==> config.mk <==
export PLATFORM = sky130hd
export DESIGN_NAME = mem_loader
export DESIGN_NICKNAME = d
export VERILOG_FILES = /design/src/rtl/mem_loader.sv
export SDC_FILE = /design/constraint.sdc
export NUM_CORES = 1
export LEC_CHECK = 0
export ABC_AREA = 1
export CELL_PAD_IN_SITES_DETAIL_PLACEMENT = 1
export CELL_PAD_IN_SITES_GLOBAL_PLACEMENT = 1
export CORE_ASPECT_RATIO = 1.1
export CORE_MARGIN = 4
export CORE_UTILIZATION = 27
export DETAILED_ROUTE_END_ITERATION = 10
export MAX_ROUTING_LAYER = met4
export PLACE_DENSITY_LB_ADDON = 0.15
export SLEW_MARGIN = 20
export SYNTH_ARGS = -nofsm -noshare
export SYNTH_HDL_FRONTEND = slang
export SYNTH_SLANG_ARGS = --single-unit
==> constraint.sdc <==
create_clock -name CLK -period 3.6 [get_ports CLK]
set_input_delay 0.72 -clock CLK [delete_from_list [all_inputs] [get_ports CLK]]
set_output_delay 0.72 -clock CLK [all_outputs]
set_load 0.01 [all_outputs]
==> src/rtl/mem_loader.sv <==
// -----------------------------------------------------------------------------
// mem_loader
//   Receives 8N1 serial bytes on RXD and turns framed byte streams into memory
//   writes. A frame is: SYNC_BYTE, start address, byte count N, then N data
//   bytes. Each data byte becomes one WRITE_MEM strobe at an auto-incrementing
//   8-bit address.
//
// Parameters
//   CLKS_PER_BIT : clock cycles per serial bit (4..65535)
//   SYNC_BYTE    : frame-start marker
//
// Ports
//   CLK       in   system clock, rising edge
//   RESET     in   asynchronous active-high reset
//   RXD       in   serial input, idle high, LSB first
//   WRITE_MEM out  one-cycle write strobe per data byte
//   ADDRESS   out  write address (holds when WRITE_MEM=0)
//   DATA_IN   out  write data (holds when WRITE_MEM=0)
//   BUSY      out  high from accepted sync byte until frame end or abort
//   DONE      out  one-cycle pulse when a frame completes
//   ERROR     out  sticky framing-error flag, cleared by the next sync byte
// -----------------------------------------------------------------------------
module mem_loader #(
  parameter int unsigned CLKS_PER_BIT = 16,
  parameter logic [7:0]  SYNC_BYTE    = 8'hA5
) (
  input  logic       CLK,
  input  logic       RESET,
  input  logic       RXD,
  output logic       WRITE_MEM,
  output logic [7:0] ADDRESS,
  output logic [7:0] DATA_IN,
  output logic       BUSY,
  output logic       DONE,
  output logic       ERROR
);

  localparam logic [15:0] BIT_LAST  = 16'(CLKS_PER_BIT - 1);
  localparam logic [15:0] HALF_LAST = 16'((CLKS_PER_BIT / 2) - 1);

  // ---------------------------------------------------------------------------
  // Input synchronizer; rxd_prev is one more stage used only for edge detect.
  // ---------------------------------------------------------------------------
  logic rxd_meta_reg, rxd_sync_reg, rxd_prev_reg;

  always_ff @(posedge CLK or posedge RESET) begin
    if (RESET) begin
      rxd_meta_reg <= 1'b1;
      rxd_sync_reg <= 1'b1;
      rxd_prev_reg <= 1'b1;
    end else begin
      rxd_meta_reg <= RXD;
      rxd_sync_reg <= rxd_meta_reg;
      rxd_prev_reg <= rxd_sync_reg;
    end
  end

  // ---------------------------------------------------------------------------
  // Serial receiver
  // ---------------------------------------------------------------------------
  typedef enum logic [1:0] {R_IDLE, R_START, R_DATA, R_STOP} r_state_t;

  r_state_t    r_state_reg, r_state_next;
  logic [15:0] clk_cnt_reg, clk_cnt_next;
  logic [2:0]  bit_cnt_reg, bit_cnt_next;
  logic [7:0]  shift_reg, shift_next;
  logic        byte_valid;   // same cycle as a good stop-bit sample
  logic        frame_err;    // same cycle as a bad stop-bit sample

  always_ff @(posedge CLK or posedge RESET) begin
    if (RESET) begin
      r_state_reg <= R_IDLE;
      clk_cnt_reg <= 16'd0;
      bit_cnt_reg <= 3'd0;
      shift_reg   <= 8'd0;
    end else begin
      r_state_reg <= r_state_next;
      clk_cnt_reg <= clk_cnt_next;
      bit_cnt_reg <= bit_cnt_next;
      shift_reg   <= shift_next;
    end
  end

  always_comb begin
    r_state_next = r_state_reg;
    clk_cnt_next = clk_cnt_reg + 16'd1;
    bit_cnt_next = bit_cnt_reg;
    shift_next   = shift_reg;
    byte_valid   = 1'b0;
    frame_err    = 1'b0;
    case (r_state_reg)
      R_IDLE: begin
        clk_cnt_next = 16'd0;
        if (!rxd_sync_reg && rxd_prev_reg) begin
          r_state_next = R_START;
          bit_cnt_next = 3'd0;
        end
      end
      R_START: begin
        // Mid-start-bit check: a line that is high again was only a glitch.
        if (clk_cnt_reg == HALF_LAST) begin
          clk_cnt_next = 16'd0;
          r_state_next = rxd_sync_reg ? R_IDLE : R_DATA;
        end
      end
      R_DATA: begin
        if (clk_cnt_reg == BIT_LAST) begin
          clk_cnt_next = 16'd0;
          shift_next   = {rxd_sync_reg, shift_reg[7:1]};
          bit_cnt_next = bit_cnt_reg + 3'd1;
          if (bit_cnt_reg == 3'd7) begin
            r_state_next = R_STOP;
          end
        end
      end
      R_STOP: begin
        if (clk_cnt_reg == BIT_LAST) begin
          clk_cnt_next = 16'd0;
          r_state_next = R_IDLE;
          if (rxd_sync_reg) begin
            byte_valid = 1'b1;
          end else begin
            frame_err = 1'b1;
          end
        end
      end
      default: r_state_next = R_IDLE;
    endcase
  end

  // ---------------------------------------------------------------------------
  // Frame loader
  // ---------------------------------------------------------------------------
  typedef enum logic [1:0] {L_SYNC, L_ADDR, L_COUNT, L_DATA} l_state_t;

  l_state_t   l_state_reg, l_state_next;
  logic [7:0] ptr_reg, ptr_next;
  logic [7:0] remain_reg, remain_next;
  logic       write_reg, write_next;
  logic [7:0] address_reg, address_next;
  logic [7:0] data_reg, data_next;
  logic       busy_reg, busy_next;
  logic       done_reg, done_next;
  logic       error_reg, error_next;

  always_ff @(posedge CLK or posedge RESET) begin
    if (RESET) begin
      l_state_reg <= L_SYNC;
      ptr_reg     <= 8'd0;
      remain_reg  <= 8'd0;
      write_reg   <= 1'b0;
      address_reg <= 8'd0;
      data_reg    <= 8'd0;
      busy_reg    <= 1'b0;
      done_reg    <= 1'b0;
      error_reg   <= 1'b0;
    end else begin
      l_state_reg <= l_state_next;
      ptr_reg     <= ptr_next;
      remain_reg  <= remain_next;
      write_reg   <= write_next;
      address_reg <= address_next;
      data_reg    <= data_next;
      busy_reg    <= busy_next;
      done_reg    <= done_next;
      error_reg   <= error_next;
    end
  end

  always_comb begin
    l_state_next = l_state_reg;
    ptr_next     = ptr_reg;
    remain_next  = remain_reg;
    write_next   = 1'b0;
    address_next = address_reg;
    data_next    = data_reg;
    busy_next    = busy_reg;
    done_next    = 1'b0;
    error_next   = error_reg;

    // BUSY stays up through the DONE cycle and drops right after it.
    if (done_reg) begin
      busy_next = 1'b0;
    end

    if (frame_err) begin
      error_next = 1'b1;
      if (l_state_reg != L_SYNC) begin
        l_state_next = L_SYNC;
        busy_next    = 1'b0;
      end
    end else if (byte_valid) begin
      case (l_state_reg)
        L_SYNC: begin
          if (shift_reg == SYNC_BYTE) begin
            l_state_next = L_ADDR;
            busy_next    = 1'b1;
            error_next   = 1'b0;
          end
        end
        L_ADDR: begin
          ptr_next     = shift_reg;
          l_state_next = L_COUNT;
        end
        L_COUNT: begin
          remain_next = shift_reg;
          if (shift_reg == 8'd0) begin
            l_state_next = L_SYNC;
            done_next    = 1'b1;
          end else begin
            l_state_next = L_DATA;
          end
        end
        L_DATA: begin
          write_next   = 1'b1;
          address_next = ptr_reg;
          data_next    = shift_reg;
          ptr_next     = ptr_reg + 8'd1;  // wraps FF -> 00
          remain_next  = remain_reg - 8'd1;
          if (remain_reg == 8'd1) begin
            l_state_next = L_SYNC;
            done_next    = 1'b1;
          end
        end
        default: l_state_next = L_SYNC;
      endcase
    end
  end

  assign WRITE_MEM = write_reg;
  assign ADDRESS   = address_reg;
  assign DATA_IN   = data_reg;
  assign BUSY      = busy_reg;
  assign DONE      = done_reg;
  assign ERROR     = error_reg;

endmodule

==> impl_metrics.tcl, run 1 <==
set metrics [dict create \
    status "complete, no violations" \
    num_io_pins 23 \
    critical_path_class "flip-flop to flip-flop" \
    num-fill-cells 1560 \
    fin_area_mm2 0.00431 \
    synth_fp_nets 458 \
    drtIter0Drc 180 \
    crit_arrival_ns 2.30 \
    ys_warn_count 0 \
    grt_antenna_before_repair 0 \
    post-route-period-util_pct 57.1 \
    p_sw_mw 0.561 \
    critical_path.endpoint_type "flip-flop" \
    layout_commonest_cell "nand2_1" \
    worst_pin_slew_ns 0.774 \
    cts_tree "yes" \
    ctsResizeCount 0 \
    drt-met1-wl_um 4070 \
    maxSlewHeadroom_pct 48.3 \
    grt_pass1_wl_um 15700 \
    syn_inst 449 \
    synth_top_cell_by_area "dfrtp_1" \
    die_y_um 130 \
    place.gp.congestion 0.741 \
    rrSetupSlack_ns 1.54 \
    cts_setup_buffers 0 \
    fmax_mhz 486 \
    numPortBuffers 22 \
    cts_inserted_buffers 9 \
    syn_to_final_growth_pct 18.8 \
    cts-root-buf "clkbuf_16" \
    drc 0 \
    fin_cells 642 \
    top_layer "met4" \
    clk_pin_slew_ns 0.06 \
    drv_slew 0 \
    place_inst 626 \
    drtPass1Iterations 4 \
    dr_wl_met3_um 203 \
    ys.flop_type "dfrtp_1" \
    ys_seq_elements 70 \
    clockBufferDepth 2 \
    path_max_fanout 32 \
    internal_power_mw 1.41 \
    p_comb_share_pct 11.1 \
    synthArstFlopShare_pct 100 \
    timing.setup.tns_ns 0 \
    hold_buffers 0 \
    met2_length_um 4470 \
    synth_area_leaders "dfrtp_1 (46%), nand2_1 (13%), nor2_1 (6.5%)" \
    dp_hpwl_um 6710 \
    post-route-min-period_ns 2.06 \
    grt_max_degree 37 \
    netlist.area_leader.share_pct 46.2 \
    required_ns 3.84 \
    cts_max_level 3 \
    core_mm2 0.0132 \
    drv_cap 0 \
    power.leakage_nw 2.04 \
    initial_core_util_pct 27.6 \
    rows 44 \
    hold_path_class "flip-flop to flip-flop" \
    hold_viol 0 \
    synth-seq-area-share_pct 48.4 \
    mostFrequentLayoutCells "nand2_1 (126), dfrtp_1 (67), nor2_1 (63), inv_1 (46), o21ai_0 (27)" \
    grt_pass1_vias 3186 \
    p_sw_share_pct 28.5 \
    grt_usage_pct 13.4 \
    via_per_inst 4.62 \
    largest_register_ffs 16 \
    pwr-share-clk_pct 45.8 \
    clock-sinks 70 \
    pwr-share-seq_pct 43.1 \
    dieArea_mm2 0.0154 \
    routedWlPerCell_um 13.9 \
    synth_edf_count 0 \
    placed_cell_area_mm2 0.00401 \
    drive_above_1_share_pct 11.4 \
    clock_latency_ns 0.35 \
    critPathLaunchType "flip-flop" \
    rsz0062_at_grt "false" \
    synth.distinct_cells 33 \
    wirelength_um 8940 \
    finalSetupViolations 0 \
    synth_area_per_cell_um2 8.08 \
    fin_skew_ns 0.0102 \
    vias 2967 \
    syn-cell-area_mm2 0.00363 \
    peakVddDrop_mv 0.261 \
    powerDensity_mw_per_mm2 457 \
    grt-ovfl-total 0 \
    ant_nets 0 \
    die_w_um 119 \
    diodes 0 \
    nNetsFinal 485 \
]
-- critical path, stage by stage, from the launching register on --
cell and delay, ns:
dfrtp_1 0.44, nand2_1 0.45, inv_1 0.37, nand2_4 0.44, inv_1 0.11, nand2_1 0.08
nand2_1 0.05
-- logic make-up (layout without fill, tap and decap cells) --
group	after synthesis	in the layout	synth area share, %
and+or+nand+nor	238	238	29.5
AOI/OAI and AO/OA	71	71	11.6
DFF	70	70	48.4
buffers and inverters	57	89	6.76
xor gates and xnor gates	7	7	1.69
adders and majority gates	6	6	2.07
-- metrics by stage --
step / power, mW / setup WS, ns / utilization (%) / hold slack, ns
after floorplan: 1.01 / 1.12 / - / 0.345
after global placement: 1.08 / 1.57 / 30.5 / 0.346
after detailed placement: 1.09 / 1.49 / 30.5 / 0.353
after CTS: 2.02 / 1.48 / 32.8 / 0.362
after global routing: 2.09 / 1.24 / 32.8 / 0.364
final: 1.97 / 1.54 / 32.8 / 0.364
-- worst paths after layout --
| check | from | endpoint | depth (start not counted) |
|---|---|---|---|
| min in group asynchronous | RESET | bit_cnt_reg[2]$_DFFE_PP0P_ | 2 |
| min reg2reg | rxd_meta_reg$_DFF_PP1_ | rxd_sync_reg$_DFF_PP1_ | 0 |
| max in group asynchronous | RESET | rxd_meta_reg$_DFF_PP1_ | 3 |
| max | l_state_reg[0]$_DFFE_PP0P_ | ADDRESS[3]$_DFFE_PP0P_ | 6 |
| min | rxd_meta_reg$_DFF_PP1_ | rxd_sync_reg$_DFF_PP1_ | 0 |
| max reg2reg | l_state_reg[0]$_DFFE_PP0P_ | ADDRESS[3]$_DFFE_PP0P_ | 6 |
-- synth_stat cells (2+ instances only) --
cell and count:
nand3_1 17, o21ai_1 7, nor2_4 4, inv_2 3, nor3_1 8, o21ai_2 15
o21ai_0 27, nand2_4 2, nand4_1 5, dfrtp_1 67, inv_1 47, dfstp_2 3
buf_4 2, nor2_2 2, nor3_2 3, xor2_1 6, nor2_8 2, ha_1 6
a21oi_1 18, o31ai_1 2, nor3b_1 2, nand2_1 126, nor2_1 63, buf_6 3
-- power groups by stage --
stage	clock network [mW]	logic, mW	registers, mW
2_1_floorplan	0	0.157	0.855
3_3_place_gp	0	0.218	0.863
3_5_place_dp	0	0.229	0.864
4_1_cts	0.936	0.230	0.850
5_1_grt	0.978	0.254	0.856
6_report	0.903	0.218	0.850
-- cell type report --
cell class	instances	area (um^2)	area share [%]
clock buffer	10	229	5.31
clock inverter	6	70.1	1.63
inverter	50	188	4.35
multi-input combinational	322	1630	37.8
sequential	70	1760	40.7
tap	161	201	4.67
timing repair buffer	23	240	5.57
-- routing by layer --
layer / up-vias / global-route usage [%]
met5: - / -
met4: 0 / 6.34
met2: 22 / 22.2
met1: 1448 / 15.8
li1: 1481 / -
met3: 16 / 2.75
(Power assumes the default switching activity.)
==> inputs of run 2 (changes only) <==
==> constraint.sdc (replaced) <==
create_clock -name CLK -period 1.8 [get_ports CLK]
set_input_delay 0.36 -clock CLK [delete_from_list [all_inputs] [get_ports CLK]]
set_output_delay 0.36 -clock CLK [all_outputs]
set_load 0.01 [all_outputs]
==> impl_metrics.tcl, run 2 (synthesis results as in run 1) <==
set metrics [dict create \
    crit_arrival_ns 1.93 \
    grt_antenna_before_repair 0 \
    maxSlewHeadroom_pct 77.1 \
    via_per_inst 4.62 \
    num-fill-cells 1587 \
    core_mm2 0.0132 \
    clock_latency_ns 0.34 \
    cts_max_level 3 \
    worst_pin_slew_ns 0.342 \
    critical_path_class "flip-flop to flip-flop" \
    r2r_start "clk_cnt_reg[0]$_DFF_PP0_" \
    ant_nets 0 \
    nNetsFinal 495 \
    critPathLaunchType "flip-flop" \
    drc 0 \
    place.gp.congestion 0.775 \
    drv_cap 0 \
    mostFrequentLayoutCells "nand2_1 (125), dfrtp_1 (67), nor2_1 (63), inv_1 (45), o21ai_0 (27)" \
    p_sw_share_pct 27.1 \
    routedWlPerCell_um 14.1 \
    hold-worst-slack_ns 0.324 \
    largest_register_ffs 16 \
    r2r_cells 8 \
    numPortBuffers 22 \
    hold_path_class "input port to async pin" \
    rows 44 \
    grt_usage_pct 13.4 \
    reg2reg_to "ADDRESS[3]$_DFFE_PP0P_" \
    drv_slew 0 \
    p_sw_mw 1.12 \
    dp_hpwl_um 6870 \
    grt_pass1_wl_um 15800 \
    clk_pin_slew_ns 0.06 \
    place_inst 635 \
    fin_cells 652 \
    fin_skew_ns 0.00600 \
    required_ns 2.04 \
    path_max_fanout 16 \
    rsz0062_at_grt "true" \
    vias 3012 \
    internal_power_mw 3.01 \
    hold_viol 0 \
    diodes 0 \
    cts_tree "yes" \
    status "complete, no violations" \
    grt_pass1_vias 3200 \
    power.leakage_nw 2.09 \
    die_w_um 119 \
    dieArea_mm2 0.0154 \
    finalSetupViolations 0 \
    rrSetupSlack_ns 0.11 \
    drtPass1Iterations 4 \
    critical_path.endpoint_type "flip-flop" \
    wirelength_um 9190 \
    drive_above_1_share_pct 14.1 \
    num_io_pins 23 \
    syn_to_final_growth_pct 23.3 \
    layout_commonest_cell "nand2_1" \
    powerDensity_mw_per_mm2 924 \
    finalPower_mw 4.13 \
    pwr-share-seq_pct 41.1 \
    cts-root-buf "clkbuf_16" \
    post-route-min-period_ns 1.69 \
    hold_buffers 0 \
    initial_core_util_pct 27.6 \
    grt_max_degree 34 \
    grt-ovfl-total 0 \
    die_y_um 130 \
    drtIter0Drc 145 \
    p_comb_share_pct 10.8 \
    clockBufferDepth 2 \
    post-route-period-util_pct 93.7 \
    pwr-share-clk_pct 48.1 \
    clock-sinks 70 \
    fmax_mhz 593 \
    peakVddDrop_mv 0.694 \
    cts_inserted_buffers 9 \
]
## run 2: worst max-delay path by stage
| stage | start | endpoint | slack, ns | cells after the start |
|---|---|---|---|---|
| final | clk_cnt_reg[0]$_DFF_PP0_ | ADDRESS[3]$_DFFE_PP0P_ | 0.11 | 8 |
| after global routing | clk_cnt_reg[0]$_DFF_PP0_ | ADDRESS[3]$_DFFE_PP0P_ | -0.02 | 9 |
| after CTS | clk_cnt_reg[0]$_DFF_PP0_ | clk_cnt_reg[4]$_DFF_PP0_ | 0.01 | 8 |
| after detailed placement | clk_cnt_reg[0]$_DFF_PP0_ | ADDRESS[5]$_DFFE_PP0P_ | -0.02 | 8 |
| after global placement | clk_cnt_reg[0]$_DFF_PP0_ | ADDRESS[2]$_DFFE_PP0P_ | 0.06 | 8 |
| after floorplan | clk_cnt_reg[0]$_DFF_PP0_ | DATA_IN[2]$_DFFE_PP0P_ | 0.27 | 9 |
## run 2: critical path, cell delays in order (launching register included)
cell and delay, ns:
dfrtp_1 0.39, ha_2 0.23, nand3_2 0.12, nor2_4 0.17
nand2_4 0.12, nor2_8 0.24, nand2_8 0.16, nand2_1 0.09
nand2_1 0.05
## run 2: layer usage
| layer | global-route usage, % | vias up | share of wire (%) |
|---|---|---|---|
| li1 | - | 1504 | - |
| met1 | 16.3 | 1475 | 48 |
| met2 | 21.4 | 23 | 47 |
| met3 | 3.62 | 10 | 2.6 |
| met4 | 5.39 | 0 | 1.7 |
| met5 | - | - | 0 |
## run 2: area by class of cell
type | instances | area [um^2] | share of cell area [%]
clock inverter | 6 | 93.8 | 2.10
tap | 161 | 201 | 4.50
clock buffer | 10 | 239 | 5.34
multi-input combinational | 323 | 1670 | 37.2
timing repair buffer | 32 | 320 | 7.16
inverter | 50 | 198 | 4.42
sequential | 70 | 1760 | 39.2
## run 2: power by group through the flow
stage          Sequential (mW)  Combinational (mW)  Clock [mW]
2_1_floorplan             1.71               0.315           0
3_3_place_gp              1.72               0.439           0
3_5_place_dp              1.73               0.448           0
4_1_cts                   1.70               0.451        2.05
5_1_grt                   1.71               0.523        2.14
6_report                  1.70               0.446        1.99
## run 2: per-stage QoR
| stage | cell area (um^2) | utilization, % | worst slack (ns) | TNS (ns) |
|---|---|---|---|---|
| floorplan | 3630 | - | 0.270 | 0 |
| global placement | 4100 | 31.1 | 0.0558 | 0 |
| detailed placement | 4100 | 31.1 | -0.0179 | -0.132 |
| CTS | 4440 | 33.7 | 0.0132 | 0 |
| global route | 4470 | 34.0 | -0.0244 | -0.0791 |
| finish | 4470 | 34.0 | 0.113 | 0 |
## run 2: timing repair
item | in CTS | in global routing
endpoints found under the setup margin | 16 | 38
setup buffers | 0 | 0
cloned | 0 | 1
gates resized for setup | 1 | 6
pin swaps | 0 | 2
==> RTL change, RTL diff (config.mk and constraints of run 2) <==
Re-encode `r_state_t` (4 states) as one-hot, 4 bits wide.
--- a/src/rtl/mem_loader.sv
+++ b/src/rtl/mem_loader.sv
@@ -58,7 +58,7 @@
   // ---------------------------------------------------------------------------
   // Serial receiver
   // ---------------------------------------------------------------------------
-  typedef enum logic [1:0] {R_IDLE, R_START, R_DATA, R_STOP} r_state_t;
+  typedef enum logic [3:0] {R_IDLE = 4'b0001, R_START = 4'b0010, R_DATA = 4'b0100, R_STOP = 4'b1000} r_state_t;
 
   r_state_t    r_state_reg, r_state_next;
   logic [15:0] clk_cnt_reg, clk_cnt_next;
Check against the original RTL: same outputs for any inputs over 10 cycles, from zero or initial values and one cycle with RESET high; not proved beyond that.
==> RTL change against run 2 <==
Cell area increased by 5.3%. Wire length increased by 12%. Die area increased by 3.7%. Setup slack got worse by 0.026 ns. Area after synthesis increased by 3.9%. Sequential cell count increased by 2. Cell count increased by 13%. Total power increased by 5.4%. Highest routed layer unchanged.
==> RTL change: results (changes against run 2) <==
| Metric | Value |
|---|---|
| Routed len/inst | `14.0 um (was 14.1 um)` |
| Clock Skew | `0.00990 ns (was 0.00600 ns)` |
| Commonest cells post-synth | `nand2_1, nor2_1, dfrtp_1 (was nand2_1, dfrtp_1, nor2_1)` |
| Rel. slew slack | `0.685 (was 0.771)` |
| Met1 Use GR | `0.173 (was 0.163)` |
| 1st-iter DRT viols | `83 (was 145)` |
| GR Util met2 | `0.238 (was 0.214)` |
| GR Layer Usage met3 | `0.0288 (was 0.0362)` |
| Met2 routed WL | `5.26 mm (was 4.35 mm)` |
| Synth top area cells | `dfrtp_1, nand2_1, nor2_1 (unchanged)` |
| Status | `completed (unchanged)` |
| Met3 WL | `226 um (was 237 um)` |
| Metal-1 WL | `4.63 mm (was 4.44 mm)` |
| Vias | `3239 (was 3012)` |
| Post-DP HPWL | `7.84 mm (was 6.87 mm)` |
| Nets | `551 (was 495)` |
| Syn nets | `508 (was 458)` |
| Synth unique cells | `31 (was 33)` |
| Sequential share of the synthesized area | `0.479 (was 0.484)` |
| GPL Wtd Cong | `0.789 (was 0.775)` |
| Worst vdd ir | `0.542 mV (was 0.694 mV)` |
| Largest net degree at the start of global routing | `20 (was 34)` |
| Pwr/cell area | `925 nW/um^2 (was 924 nW/um^2)` |
| Fill cells | `1713 (was 1587)` |
| First-pass GRT wire length | `17.4 mm (was 15.8 mm)` |
[RTL change: cell count changes after synthesis, sizes merged, moves of 5 or more]
cell / run 2 / this run
nor3: 11 / 6
nand3: 19 / 45
xor2: 6 / 11
a21oi: 18 / 6
nand2: 129 / 162
o21ai: 49 / 25
nor2: 71 / 85
inv: 50 / 56
[RTL change: cell type report]
class | instances | area share
multi-input combinational | 360 | 0.363
clock inverter | 4 | 0.0109
timing repair buffer | 43 | 0.0908
clock buffer | 12 | 0.0565
inverter | 56 | 0.0459
tap | 188 | 0.0499
sequential | 72 | 0.383
[RTL change: path summary, 6_finish.rpt]
kind | start | to | slack (ns) | depth (start not counted)
hold reg to reg | rxd_meta_reg$_DFF_PP1_ | rxd_sync_reg$_DFF_PP1_ | 0.36 | 0
setup / recovery | clk_cnt_reg[0]$_DFF_PP0_ | DATA_IN[6]$_DFFE_PP0P_ | 0.09 | 8
min in group CLK | rxd_meta_reg$_DFF_PP1_ | rxd_sync_reg$_DFF_PP1_ | 0.36 | 0
setup reg to reg | clk_cnt_reg[0]$_DFF_PP0_ | DATA_IN[6]$_DFFE_PP0P_ | 0.09 | 8
hold / removal | RESET | clk_cnt_reg[3]$_DFF_PP0_ | 0.34 | 2
max in group asynchronous | RESET | shift_reg[6]$_DFFE_PP0P_ | 0.98 | 3
[RTL change: power by group]
group          leakage [nW]  total, mW  internal, mW  switching [mW]
clock network         0.155       1.91          1.19           0.719
registers             0.987       1.78          1.71          0.0664
logic                  1.35      0.675         0.216           0.459
[RTL change: cells by family after synthesis]
kind of cell | synth area share
AOI/OAI and AO/OA | 0.0471
xor gates and xnor gates | 0.0325
adders and majority gates | 0.0199
buffers and inverters | 0.0730
DFF | 0.479
and+or+nand+nor | 0.348
[RTL change: what timing repair did]
item	4_1_cts	5_1_grt
pin swaps	0	2
buffers inserted	0	2
hold buffers	0	0
setup endpoints to repair	1	44
endpoints found under the hold margin	0	0
resized for setup	1	8
[RTL change: per-stage QoR]
stage | setup WS, ns | TNS (ns) | cells | hold slack (ns)
floorplan | 0.239 | 0 | 499 | 0.345
global placement | 0.0853 | 0 | 717 | 0.353
detailed placement | -0.000104 | -0.000104 | 717 | 0.350
CTS | 0.0320 | 0 | 733 | 0.335
global route | -0.00463 | -0.0145 | 735 | 0.350
finish | 0.0867 | 0 | 735 | 0.344
[RTL change: worst max-delay path, stage by stage, from the launching register on]
cell     delay (ns)
dfrtp_1        0.40
ha_2           0.23
nand3_2        0.12
nor2_4         0.18
nand3_4        0.14
nor2_8         0.20
buf_4          0.20
nand3_1        0.10
nand2_1        0.09
